**src/rtl/mem_stage_sram.sv**
```systemverilog
// MIPS MEM stage: performs each 32-bit load/store as two 16-bit accesses to an
// asynchronous SRAM (low half first). Holds the upstream pipeline with freeze
// while an access is in flight and owns the MEM/WB pipeline register.
module mem_stage_sram #(
    parameter int ADDR_BASE   = 1024,
    parameter int WAIT_CYCLES = 2,
    parameter int SRAM_AW     = 18
) (
    input  logic               clk,
    input  logic               rst,
    input  logic               WB_En_in,
    input  logic               MEM_R_En_in,
    input  logic               MEM_W_En_in,
    input  logic [4:0]         dest_in,
    input  logic [31:0]        ALU_result_in,
    input  logic [31:0]        readdata_in,
    output logic               freeze,
    output logic               WB_En,
    output logic               MEM_R_En,
    output logic [4:0]         dest,
    output logic [31:0]        ALU_result,
    output logic [31:0]        mem_data,
    output logic [SRAM_AW-1:0] sram_addr,
    output logic [15:0]        sram_dq_out,
    output logic               sram_dq_oe,
    input  logic [15:0]        sram_dq_in,
    output logic               sram_we_n
);

    typedef enum logic [1:0] {
        IDLE = 2'd0,
        LOW  = 2'd1,
        HIGH = 2'd2,
        DONE = 2'd3
    } state_e;

    localparam int            CW       = (WAIT_CYCLES > 1) ? $clog2(WAIT_CYCLES) : 1;
    localparam logic [CW-1:0] CNT_LAST = CW'(WAIT_CYCLES - 1);
    localparam logic [31:0]   BASE     = 32'(ADDR_BASE);

    state_e              state_q, state_d;
    logic [CW-1:0]       cnt_q, cnt_d;
    logic [15:0]         low_q, low_d;
    logic [31:0]         load_q, load_d;

    logic                wb_en_q;
    logic                mem_r_en_q;
    logic [4:0]          dest_q;
    logic [31:0]         alu_q;
    logic [31:0]         mem_data_q;

    logic                mem_req;
    logic                is_store;
    logic                is_load;
    logic                phase_last;
    logic [SRAM_AW-2:0]  word_idx;

    assign mem_req    = MEM_R_En_in | MEM_W_En_in;
    // A combined read+write request is executed as a store only.
    assign is_store   = MEM_W_En_in;
    assign is_load    = MEM_R_En_in & ~MEM_W_En_in;
    assign phase_last = (cnt_q == CNT_LAST);
    // Word index relative to the SRAM base; wraps silently, byte offset dropped.
    assign word_idx   = (SRAM_AW-1)'((ALU_result_in - BASE) >> 2);

    // Sequencer next state, SRAM bus drive, load assembly and freeze.
    always_comb begin
        // NOTE: every output of this block gets a default first so no path can infer a latch.
        state_d     = state_q;
        cnt_d       = cnt_q;
        low_d       = low_q;
        load_d      = load_q;
        freeze      = 1'b0;
        sram_addr   = '0;
        sram_dq_out = '0;
        sram_dq_oe  = 1'b0;
        sram_we_n   = 1'b1;

        unique case (state_q)
            IDLE: begin
                if (mem_req) begin
                    freeze  = 1'b1;
                    state_d = LOW;
                    cnt_d   = '0;
                end
            end
            LOW: begin
                freeze    = 1'b1;
                sram_addr = {word_idx, 1'b0};
                if (is_store) begin
                    sram_we_n   = 1'b0;
                    sram_dq_oe  = 1'b1;
                    sram_dq_out = readdata_in[15:0];
                end
                if (phase_last) begin
                    state_d = HIGH;
                    cnt_d   = '0;
                    if (is_load) low_d = sram_dq_in;
                end else begin
                    cnt_d = cnt_q + CW'(1);
                end
            end
            HIGH: begin
                freeze    = 1'b1;
                sram_addr = {word_idx, 1'b1};
                if (is_store) begin
                    sram_we_n   = 1'b0;
                    sram_dq_oe  = 1'b1;
                    sram_dq_out = readdata_in[31:16];
                end
                if (phase_last) begin
                    state_d = DONE;
                    cnt_d   = '0;
                    if (is_load) load_d = {sram_dq_in, low_q};
                end else begin
                    cnt_d = cnt_q + CW'(1);
                end
            end
            DONE: begin
                state_d = IDLE;
            end
            default: begin
                state_d = IDLE;
            end
        endcase
    end

    // Sequencer state, halfword latches and the MEM/WB pipeline register.
    always_ff @(posedge clk) begin
        // NOTE: all clocked state uses non-blocking assignments so every register samples pre-edge values.
        if (rst) begin
            state_q    <= IDLE;
            cnt_q      <= '0;
            low_q      <= '0;
            load_q     <= '0;
            wb_en_q    <= 1'b0;
            mem_r_en_q <= 1'b0;
            dest_q     <= '0;
            alu_q      <= '0;
            mem_data_q <= '0;
        end else begin
            state_q <= state_d;
            cnt_q   <= cnt_d;
            low_q   <= low_d;
            load_q  <= load_d;
            if (freeze) begin
                // Bubble into WB while the access is in flight.
                wb_en_q    <= 1'b0;
                mem_r_en_q <= 1'b0;
            end else begin
                wb_en_q    <= WB_En_in;
                mem_r_en_q <= MEM_R_En_in;
                dest_q     <= dest_in;
                alu_q      <= ALU_result_in;
                if (state_q == DONE) mem_data_q <= load_q;
            end
        end
    end

    assign WB_En      = wb_en_q;
    assign MEM_R_En   = mem_r_en_q;
    assign dest       = dest_q;
    assign ALU_result = alu_q;
    assign mem_data   = mem_data_q;

endmodule
```
**config.mk**
```make
export PLATFORM = sky130hd
export DESIGN_NAME = mem_stage_sram
export DESIGN_NICKNAME = d
export VERILOG_FILES = /design/src/rtl/mem_stage_sram.sv
export SDC_FILE = /design/constraint.sdc
export NUM_CORES = 1
export LEC_CHECK = 0
export BUFFER_PORTS_ARGS = -buffer_cell sky130_fd_sc_hd__buf_4
export CAP_MARGIN = 10
export CORE_ASPECT_RATIO = 1.5
export CORE_MARGIN = 2
export CORE_UTILIZATION = 39
export DETAILED_ROUTE_END_ITERATION = 10
export PLACE_DENSITY = 0.77
export SLEW_MARGIN = 40
export SYNTH_ARGS = -nofsm -noshare
export SYNTH_HDL_FRONTEND = slang
export SYNTH_SLANG_ARGS = --single-unit
```
**constraint.sdc**
```tcl
create_clock -name clk -period 3.2 [get_ports clk]
set_clock_uncertainty 0.05 [all_clocks]
set_input_delay 0.32 -clock clk [delete_from_list [all_inputs] [get_ports clk]]
set_output_delay 0.32 -clock clk [all_outputs]
set_load 0.01 [all_outputs]
```
# Yosys cells after proc, flatten, opt, wreduce, memory -nomap -nowiden
# Cells that the tools add are included.
[totals]
reg_bits = 122
input_bits = 90
output_inout_bits = 108
word_cells = 47
[op_classes]
addsub = 2
n_eq_ne = 6
muxes = 17
n_bitwise = 4
reduce_logical = 9
[ops]
columns = ["op", "n"]
rows = [
  ["case mux 18 bit (2 select lines)", 1],
  ["two-way mux 16 bit", 2],
  ["case mux 16 bit (2 select lines)", 1],
  ["subtractor 19 x 11 -> 19 bit (second input constant)", 1],
  ["AND reduction 3 bit", 3],
  ["case mux 2 bit (4 select lines)", 1],
  ["two-way mux 1 bit", 7],
  ["two-way mux 2 bit", 3],
  ["inequality test 2 bit (second input constant)", 3],
  ["equality test 2 bit (second input constant)", 2],
  ["case mux 1 bit (2 select lines)", 2],
  ["AND reduction 2 bit", 2],
  ["OR reduction 2 bit", 2],
  ["equality test 2 x 1 -> 1 bit (second input constant)", 1],
  ["zero test 2 bit", 1],
  ["NOT 1 bit", 2],
  ["nonzero test 2 bit", 1],
  ["adder 1 bit (second input constant)", 1],
  ["AND 1 bit", 1],
  ["OR 1 bit", 1],
]

# Depth between registers and ports, before layout
# Gate-level depths: netlist of run 1.
[depth]
word_depth = 5
ltp_mapped = 7
mapped_depth_nobuf = 5

# Worst setup path before layout of run 1
# No wires, ideal clock.
[synth_timing]
kind = "input -> output"
start = "in ALU_result_in[10]"
end = "out sram_addr[17]"
t_arrival_ps = 1597
t_required_ps = 2830
path_slack_ps = 1233
cell_stages = 5
path_cell_list = "inv_1 > ha_1 > or4b_4 > or3_1 > a21oi_1"
[synth_via]
elab_chain_cells = 2
[synth_lines]
columns = ["item", "line_no", "source"]
rows = [
  ["from (decl)", "15", "input logic [31:0] ALU_result_in,"],
  ["subtractor 19 x 11 -> 19 bit", "64", "assign word_idx = (SRAM_AW-1)'((ALU_result_in - BASE) >> 2);"],
  ["case mux 18 bit (2 select lines)", "79", "unique case (state_q)"],
  ["to (decl)", "23", "output logic [SRAM_AW-1:0] sram_addr,"],
]
# No other way between the ends.

# Worst setup path after layout of run 1
[layout_timing]
start = "reg state_q[1]"
end = "out sram_addr[16]"
[layout_via]
elab_chain_cells = 2
word_cells_on_any_way = 3
[layout_lines]
columns = ["item", "line_no", "source"]
rows = [
  ["from (decl)", "41", "state_e state_q, state_d;"],
  ["from (signal assigned)", "142", "state_q <= state_d;"],
  ["equality test 2 bit / equality test 2 x 1 -> 1 bit (equally long branches)", "79", ""],
  ["case mux 18 bit (2 select lines) *", "79", ""],
]
# Mark *: on every way between the ends. The rest lies on a longest branch, timed or not.

==> qor.log, run 1 <==
INFO  worst_hold_path hold_depth=3
INFO  worst_hold_path hold_wc_path_type=input port to flip-flop
INFO  logic_synthesis library_cell_occupying_the_most_area_in_the_post_synthesis_netlist=sky130_fd_sc_hd__dfxtp_1
INFO  sta            final-max-slew-violation-count=0
INFO  drt            wire_per_inst=14.1µm
INFO  clocking       cts_tree=done
INFO  clocking       cts-htree-levels=4
INFO  logic_synthesis post_synth.cell_area_avg=8.80µm²
INFO  worst_setup_path rr_endpoint=ALU_result[1]$_SDFFE_PP0N_
INFO  worst_setup_path path_class=flip-flop to primary output
INFO  grt            global_route_overflow=0
INFO  worst_hold_path whs_endpoint=ALU_result[22]$_SDFFE_PP0N_
INFO  logic_synthesis synth-seq-area-share=47.5%
INFO  finish         antenna-diode-count=0
INFO  clocking       cts-buffers-inserted=17
INFO  finish         drive_above_1_share=31.0%
INFO  finish         area.growth.synth_to_final=43.2%
INFO  worst_setup_path critPathLaunchType=flip-flop
INFO  sta            layout_min_cycle_time=2430ps
INFO  clocking       post_cts_resized=0
INFO  finish         multiInputGateArea=2510µm²
INFO  finish         finish.utilization=56.8%
INFO  floorplanning  dieHeight=145µm
INFO  worst_setup_path worst_r2r_path_depth=6
INFO  finish         fillerInstances=1,170
INFO  worst_setup_path r2r_setup_slack=1190ps
INFO  drt            drt_drc_violations_left=0
INFO  logic_synthesis syn_area=5140µm²
INFO  sta            grt_setup_unrepaired=no
INFO  clocking       hold_buffer_count_at_cts=0
INFO  pwr            power.density=788nW/µm²
INFO  clocking       cts_max_path_buffers=2
INFO  sta            slew-limit-headroom=52.4%
INFO  logic_synthesis synth_most_common_cell=sky130_fd_sc_hd__dfxtp_1
INFO  logic_synthesis number_of_flip_flops_and_latches_in_the_synthesized_netlist=122
INFO  logic_synthesis synth.net_count=680
INFO  worst_setup_path timing.critical_path.required=2830ps
INFO  floorplanning  area_inside_the_core_boundary=13,000µm²
INFO  placement      gp_routability_congestion=0.789
INFO  floorplanning  dieWidth=97.7µm
INFO  drt            drt_wl_total=13.3mm
INFO  worst_setup_path worst_setup_path_end_kind=primary output
INFO  pwr            ir_worst_vdd=0.569mV
INFO  floorplanning  start_util=39.7%
INFO  drt            drt_first_iter_violations=169
INFO  logic_synthesis async_flop_share=0%
INFO  flow_run       max_cap_violations=0
INFO  drt            detail_route.first_pass.iterations=4
INFO  grt            met1_usage=20.2%
INFO  grt            antenna_violations_before_repair=0
INFO  finish         regArea=2440µm²
INFO  clocking       cts_root_buf=sky130_fd_sc_hd__clkbuf_16
INFO  clocking       clock_latency=410ps
INFO  logic_synthesis synthTopCellsByArea=sky130_fd_sc_hd__dfxtp_1, sky130_fd_sc_hd__mux2i_1, sky130_fd_sc_hd__nand2b_1, sky130_fd_sc_hd__nand2_1, sky130_fd_sc_hd__a21oi_1
INFO  worst_setup_path cp_max_fo=10
INFO  floorplanning  placement_rows=51
INFO  clocking       clock-sinks=122
INFO  grt            globalRouteTotalUtil=18.2%
INFO  logic_synthesis netlist_top_cells_count=sky130_fd_sc_hd__dfxtp_1, sky130_fd_sc_hd__nand2_1, sky130_fd_sc_hd__nand2b_1
INFO  clocking       cts.clk_slew.worst_paths=60ps
INFO  logic_synthesis synth-edff-count=0
INFO  sta            timing.hold.ws=119ps
INFO  worst_setup_path critPathArrivalTime=2060ps
INFO  grt            maximum_number_of_pins_on_one_net_before_global_route_repair=84
INFO  logic_synthesis ys_dominant_reg_cell=sky130_fd_sc_hd__dfxtp_1
INFO  logic_synthesis netlist.area_leader.share=47.5%
INFO  sta            hold_violations=0
INFO  sta            worst-slew-pin-transition=709ps
INFO  pwr            leakage=3.15nW
INFO  drt            vias_per_cell=4.79
INFO  grt            first_global_vias=4,310
INFO  grt            grt_first_pass_wirelength=20.6mm
INFO  placement      port_buffers=197
INFO  grt            met2_usage=32.8%
INFO  sta            setup_viol=0
INFO  sta            totalNegativeSetupSlack=0ps
INFO  logic_synthesis synth_warnings=0
INFO  finish         design.final.nets=863
INFO  drt            ant_nets=0
INFO  grt            globalRoute.busiestLayer=met2
INFO  floorplanning  die_area=14,100µm²
INFO  clocking       cts_post_setup_buffers_inserted=0
INFO  worst_setup_path critical_path.reg2reg.startpoint=state_q[1]$_SDFFE_PP0P_
INFO  sta            finalCritPeriodShare=76.0%
INFO  drt            dr_total_vias=4,502
INFO  sta            f_max=0.411GHz
INFO  logic_synthesis synth.lib_cells_used.distinct=29
INFO  logic_synthesis synth_cells=584
INFO  status         outcome=complete, no violations
INFO  grt            gr-usage-met3=5.80%
INFO  worst_hold_path holdCritStartpoint=ALU_result_in[22]
INFO  placement      hpwl=9.46mm
INFO  floorplanning  ios=198
-- stage by stage --
stage	instances	cell area (µm²)	setup WS (ps)	total power, mW
after floorplan	584	5140	1230	3.01
after global placement	907	6730	987	3.83
after detailed placement	907	6730	979	3.85
after CTS	939	7360	732	5.86
after global routing	939	7360	583	6.10
final	939	7360	770	5.80
-- cell families after synthesis --
logic type / Yosys count / synth area share [%]
compound gates: 83 / 9.33
xor+xnor: 2 / 0.341
fa+ha+maj: 6 / 1.46
buf+inv: 50 / 3.92
flops: 122 / 47.5
mux: 70 / 13.6
simple gates: 251 / 23.8
-- final cells by class --
type | count | area share, %
clock buffers | 18 | 5.97
inverters | 9 | 0.459
multi-input cells | 412 | 34.1
repair buffers | 205 | 21.1
clock inverters | 14 | 2.50
flip-flops and latches | 122 | 33.2
well taps | 159 | 2.70
-- how the worst max path moves through the flow --
stage / startpoint / endpoint / slack (ps) / cells past startpoint
floorplan: ALU_result_in[10] / sram_addr[17] / 1230 / 5
global placement: ALU_result_in[10] / sram_addr[17] / 990 / 7
detailed placement: ALU_result_in[10] / sram_addr[17] / 980 / 7
CTS: state_q[1]$_SDFFE_PP0P_ / sram_dq_out[0] / 730 / 5
global route: state_q[1]$_SDFFE_PP0P_ / sram_addr[16] / 580 / 6
finish: state_q[1]$_SDFFE_PP0P_ / sram_addr[16] / 770 / 6
-- routing by layer --
metal,vias up,routed length (µm)
li1,2291,-
met1,2079,5270
met2,116,7110
met3,16,698
met4,0,195
met5,-,0
-- where the power goes --
| group | switching (mW) | leakage (nW) | internal, mW |
|---|---|---|---|
| registers | 0.131 | 0.990 | 1.74 |
| clock network | 0.738 | 0.304 | 1.26 |
| logic | 0.976 | 1.86 | 0.947 |
| total | 1.84 | 3.15 | 3.95 |
-- placed cells by master (no fill, tap or decap), types with 2 or more instances in the layout --
| cell | Yosys | final |
|---|---|---|
| sky130_fd_sc_hd__mux2i_1 | 70 | 70 |
| sky130_fd_sc_hd__nor3b_1 | 2 | 2 |
| sky130_fd_sc_hd__nor2_1 | 53 | 53 |
| sky130_fd_sc_hd__o21ai_0 | 4 | 4 |
| sky130_fd_sc_hd__or4_1 | 2 | 2 |
| sky130_fd_sc_hd__bufinv_16 | 0 | 3 |
| sky130_fd_sc_hd__nor3_1 | 2 | 2 |
| sky130_fd_sc_hd__o31ai_1 | 3 | 3 |
| sky130_fd_sc_hd__buf_4 | 0 | 204 |
| sky130_fd_sc_hd__a21oi_1 | 53 | 52 |
| sky130_fd_sc_hd__nand4b_1 | 2 | 2 |
| sky130_fd_sc_hd__ha_1 | 6 | 5 |
| sky130_fd_sc_hd__xnor2_1 | 2 | 2 |
| sky130_fd_sc_hd__inv_6 | 0 | 5 |
| sky130_fd_sc_hd__and2_1 | 8 | 8 |
| sky130_fd_sc_hd__and4b_1 | 2 | 2 |
| sky130_fd_sc_hd__dfxtp_1 | 122 | 122 |
| sky130_fd_sc_hd__clkinv_4 | 0 | 3 |
| sky130_fd_sc_hd__clkbuf_16 | 0 | 17 |
| sky130_fd_sc_hd__nand2_1 | 97 | 97 |
| sky130_fd_sc_hd__nand2b_1 | 76 | 76 |
| sky130_fd_sc_hd__inv_1 | 9 | 9 |
| sky130_fd_sc_hd__a22oi_1 | 16 | 16 |
| sky130_fd_sc_hd__a211oi_1 | 3 | 3 |
| sky130_fd_sc_hd__or3_1 | 4 | 4 |
-- worst max-delay path: stages, from the launching register on --
cell and delay [ps]:
sky130_fd_sc_hd__dfxtp_1 400, sky130_fd_sc_hd__inv_1 80, sky130_fd_sc_hd__ha_1 350, sky130_fd_sc_hd__o21a_1 350
sky130_fd_sc_hd__nand2b_1 100, sky130_fd_sc_hd__o31ai_1 220, sky130_fd_sc_hd__buf_4 170
-- sequential cells by signal, summed over array words and instances, names as in the netlist, 2 cells and up --
signal / flops
ALU_result: 32
low_q: 16
state_q: 2
load_q: 32
mem_data: 32
dest: 5
Note: power is estimated with default switching activity, not from simulation.
==> run 2: changes to the inputs <==
==> constraint.sdc (replaced) <==
create_clock -name clk -period 2.5 [get_ports clk]
set_clock_uncertainty 0.05 [all_clocks]
set_input_delay 0.25 -clock clk [delete_from_list [all_inputs] [get_ports clk]]
set_output_delay 0.25 -clock clk [all_outputs]
set_load 0.01 [all_outputs]
==> run 2 against run 1 <==
  * Global-route usage is 0.11 points higher
  * Design area increased by 0.85%
  * Total power up 30%
  * Non-clock buffer count is 3 higher
==> qor.log, run 2 (synthesized netlist as in run 1, its figures left out) <==
INFO  status         outcome=complete, no violations [unchanged]
INFO  worst_setup_path worst_r2r_path_depth=6 [unchanged]
INFO  drt            drt_wl_total=13.2mm [was 13.3 mm]
INFO  floorplanning  dieWidth=97.7µm [unchanged]
INFO  pwr            ir_worst_vdd=0.618mV [was 0.569 mV]
INFO  finish         most_common_library_cell_in_the_layout_ignoring_fill_and_taps=sky130_fd_sc_hd__buf_4 [unchanged]
INFO  floorplanning  start_util=39.7% [unchanged]
INFO  finish         layout.cell_area.non_filler=7420µm² [was 7360 µm²]
INFO  worst_setup_path worstPathBufferInverterCount=2 [unchanged]
INFO  worst_setup_path r2r_setup_slack=610ps [was 1190 ps]
INFO  finish         design.final.nets=866 [was 863]
INFO  worst_hold_path holdCritStartpoint=ALU_result_in[26] [was ALU_result_in[22]]
INFO  floorplanning  area_inside_the_core_boundary=13,000µm² [unchanged]
INFO  worst_setup_path path_depth=5 [was 6]
INFO  pwr            finalPower=7.52mW [was 5.80 mW]
INFO  clocking       cts-htree-levels=4 [unchanged]
INFO  worst_setup_path critPathArrivalTime=2070ps [was 2060 ps]
INFO  finish         antenna-diode-count=0 [unchanged]
INFO  pwr            power.density=1010nW/µm² [was 788 nW/µm²]
INFO  placement      port_buffers=197 [unchanged]
INFO  flow_run       max_cap_violations=0 [unchanged]
INFO  clocking       hold_buffer_count_at_cts=0 [unchanged]
INFO  drt            drt_drc_violations_left=0 [unchanged]
INFO  worst_setup_path path_class=flip-flop to primary output [unchanged]
INFO  floorplanning  die_area=14,100µm² [unchanged]
INFO  placement      gp_routability_congestion=0.795 [was 0.789]
INFO  sta            finalCritPeriodShare=94.7%
INFO  clocking       clock-sinks=122 [unchanged]
INFO  sta            slew-limit-headroom=52.8% [was 52.4%]
INFO  sta            grt_setup_unrepaired=no [unchanged]
INFO  worst_hold_path hold_wc_path_type=input port to flip-flop [unchanged]
INFO  worst_setup_path worst_setup_path_end_kind=primary output [unchanged]
INFO  clocking       cts_tree=done [unchanged]
INFO  finish         multiInputGateArea=2510µm² [unchanged]
INFO  clocking       cts_root_buf=sky130_fd_sc_hd__clkbuf_16 [unchanged]
INFO  finish         fillerInstances=1,193 [was 1,170]
INFO  worst_setup_path timing.critical_path.required=2200ps [was 2830 ps]
INFO  worst_setup_path crit_start=state_q[1]$_SDFFE_PP0P_ [unchanged]
INFO  drt            vias_per_cell=4.83 [was 4.79]
INFO  sta            final-max-slew-violation-count=0 [unchanged]
INFO  worst_setup_path dominant_delay_contributor_by_cell_family_on_the_critical_path=simple AND/OR/NAND/NOR gates [was compound AO/OA/AOI/OAI gates]
INFO  sta            hold_violations=0 [unchanged]
INFO  grt            first_global_vias=4,347 [was 4,310]
INFO  worst_setup_path critPathSlowestCell=sky130_fd_sc_hd__dfxtp_1 [unchanged]
INFO  worst_setup_path critical_path.reg2reg.startpoint=state_q[1]$_SDFFE_PP0P_ [unchanged]
INFO  pwr            leakage=3.18nW [was 3.15 nW]
INFO  grt            global_route_overflow=0 [unchanged]
INFO  grt            maximum_number_of_pins_on_one_net_before_global_route_repair=49 [was 84]
INFO  sta            worst-slew-pin-transition=704ps [was 709 ps]
INFO  grt            antenna_violations_before_repair=0 [unchanged]
INFO  worst_setup_path cp_cell_sequence=inv_1 -> ha_1 -> nand2_1 -> nor2_1 -> buf_4 [was inv_1 -> ha_1 -> o21a_1 -> nand2b_1 -> o31ai_1 -> buf_4]
INFO  drt            wire_per_inst=14.0µm [was 14.1 µm]
INFO  drt            ant_nets=0 [unchanged]
INFO  clocking       cts.clk_slew.worst_paths=60ps [about the same]
INFO  finish         mostFrequentLayoutCells=sky130_fd_sc_hd__buf_4, sky130_fd_sc_hd__dfxtp_1, sky130_fd_sc_hd__nand2_1 [unchanged]
INFO  clocking       cts_post_setup_buffers_inserted=0 [unchanged]
INFO  placement      dpl-instance-area=6780µm² [was 6730 µm²]
INFO  clocking       cts-buffers-inserted=17 [unchanged]
INFO  drt            detail_route.first_pass.iterations=4 [unchanged]
INFO  drt            dr_total_vias=4,548 [was 4,502]
INFO  finish         area.growth.synth_to_final=44.4% [was 43.2%]
INFO  grt            grt_first_pass_wirelength=20.8mm [was 20.6 mm]
INFO  floorplanning  ios=198 [unchanged]
INFO  drt            drt_first_iter_violations=126 [was 169]
INFO  placement      hpwl=9.46mm [about the same]
INFO  clocking       cts_max_path_buffers=2 [unchanged]
INFO  finish         drive_above_1_share=31.0% [about the same]
INFO  clocking       post_cts_resized=0 [unchanged]
INFO  clocking       clock_latency=410ps [about the same]
INFO  sta            totalNegativeSetupSlack=0ps [unchanged]
INFO  worst_setup_path slowest_delay=400ps [about the same]
INFO  worst_setup_path critPathLaunchType=flip-flop [unchanged]
INFO  worst_setup_path cp_max_fo=18 [was 10]
INFO  grt            globalRouteTotalUtil=18.3% [was 18.2%]
INFO  sta            f_max=0.423GHz
INFO  floorplanning  placement_rows=51 [unchanged]
INFO  finish         regArea=2440µm² [unchanged]
INFO  sta            setup_viol=0 [unchanged]
INFO  sta            layout_min_cycle_time=2370ps
INFO  worst_hold_path hold_depth=3 [unchanged]
INFO  floorplanning  dieHeight=145µm [unchanged]
[run 2: changes by cell type in the layout (fill, tap and decap cells not counted)]
cell                        before  now
sky130_fd_sc_hd__inv_6           5    1
sky130_fd_sc_hd__buf_12          1    3
sky130_fd_sc_hd__clkbuf_1        0    2
sky130_fd_sc_hd__clkbuf_8        1    3
sky130_fd_sc_hd__buf_4         204  205
sky130_fd_sc_hd__bufinv_16       3    4
sky130_fd_sc_hd__clkinv_2        1    2
sky130_fd_sc_hd__clkinv_4        3    2
sky130_fd_sc_hd__inv_8           1    0
[run 2: stage by stage]
step | hold slack, ps | instances | setup WS (ps) | utilization [%]
finish | 49.1 | 942 | 134 | 57.3
global route | 32.0 | 942 | 4.71 | 57.3
CTS | 38.3 | 942 | 108 | 57.3
detailed placement | 397 | 910 | 442 | 52.4
global placement | 392 | 910 | 445 | 52.4
floorplan | 336 | 584 | 673 | -
[run 2: layer usage]
metal	up-vias	routed length (µm)	GRT usage, %	part of all wire (%)
met1	2078	5210	20.5	39
met4	0	286	7.75	2.2
met2	141	7000	32.4	53
met3	27	695	5.56	5.3
met5	-	0	0	0
li1	2302	-	-	-
[run 2: worst paths after layout]
check / end
max: sram_dq_out[9]
min: ALU_result[26]$_SDFFE_PP0N_
max reg2reg: ALU_result[31]$_SDFFE_PP0N_
min reg2reg: low_q[14]$_SDFFE_PP0P_
[run 2: worst min-delay path: cells and delay by family]
family	cells	cell delay (ps)
and+or+nand+nor	1	40
buffers and inverters	1	80
muxes	1	100
[run 2: final cells by class]
type / count / area share (%)
clock buffer: 22 / 6.39
clock inverter: 10 / 2.21
inverter: 9 / 0.455
multi-input combinational: 412 / 33.8
sequential: 122 / 32.9
tap: 159 / 2.68
timing repair buffer: 208 / 21.6
[run 2: where the power goes]
group          internal (mW)  switching [mW]
Combinational           1.25            1.26
Clock                   1.75           0.870
Sequential              2.23           0.164
Total                   5.23            2.29
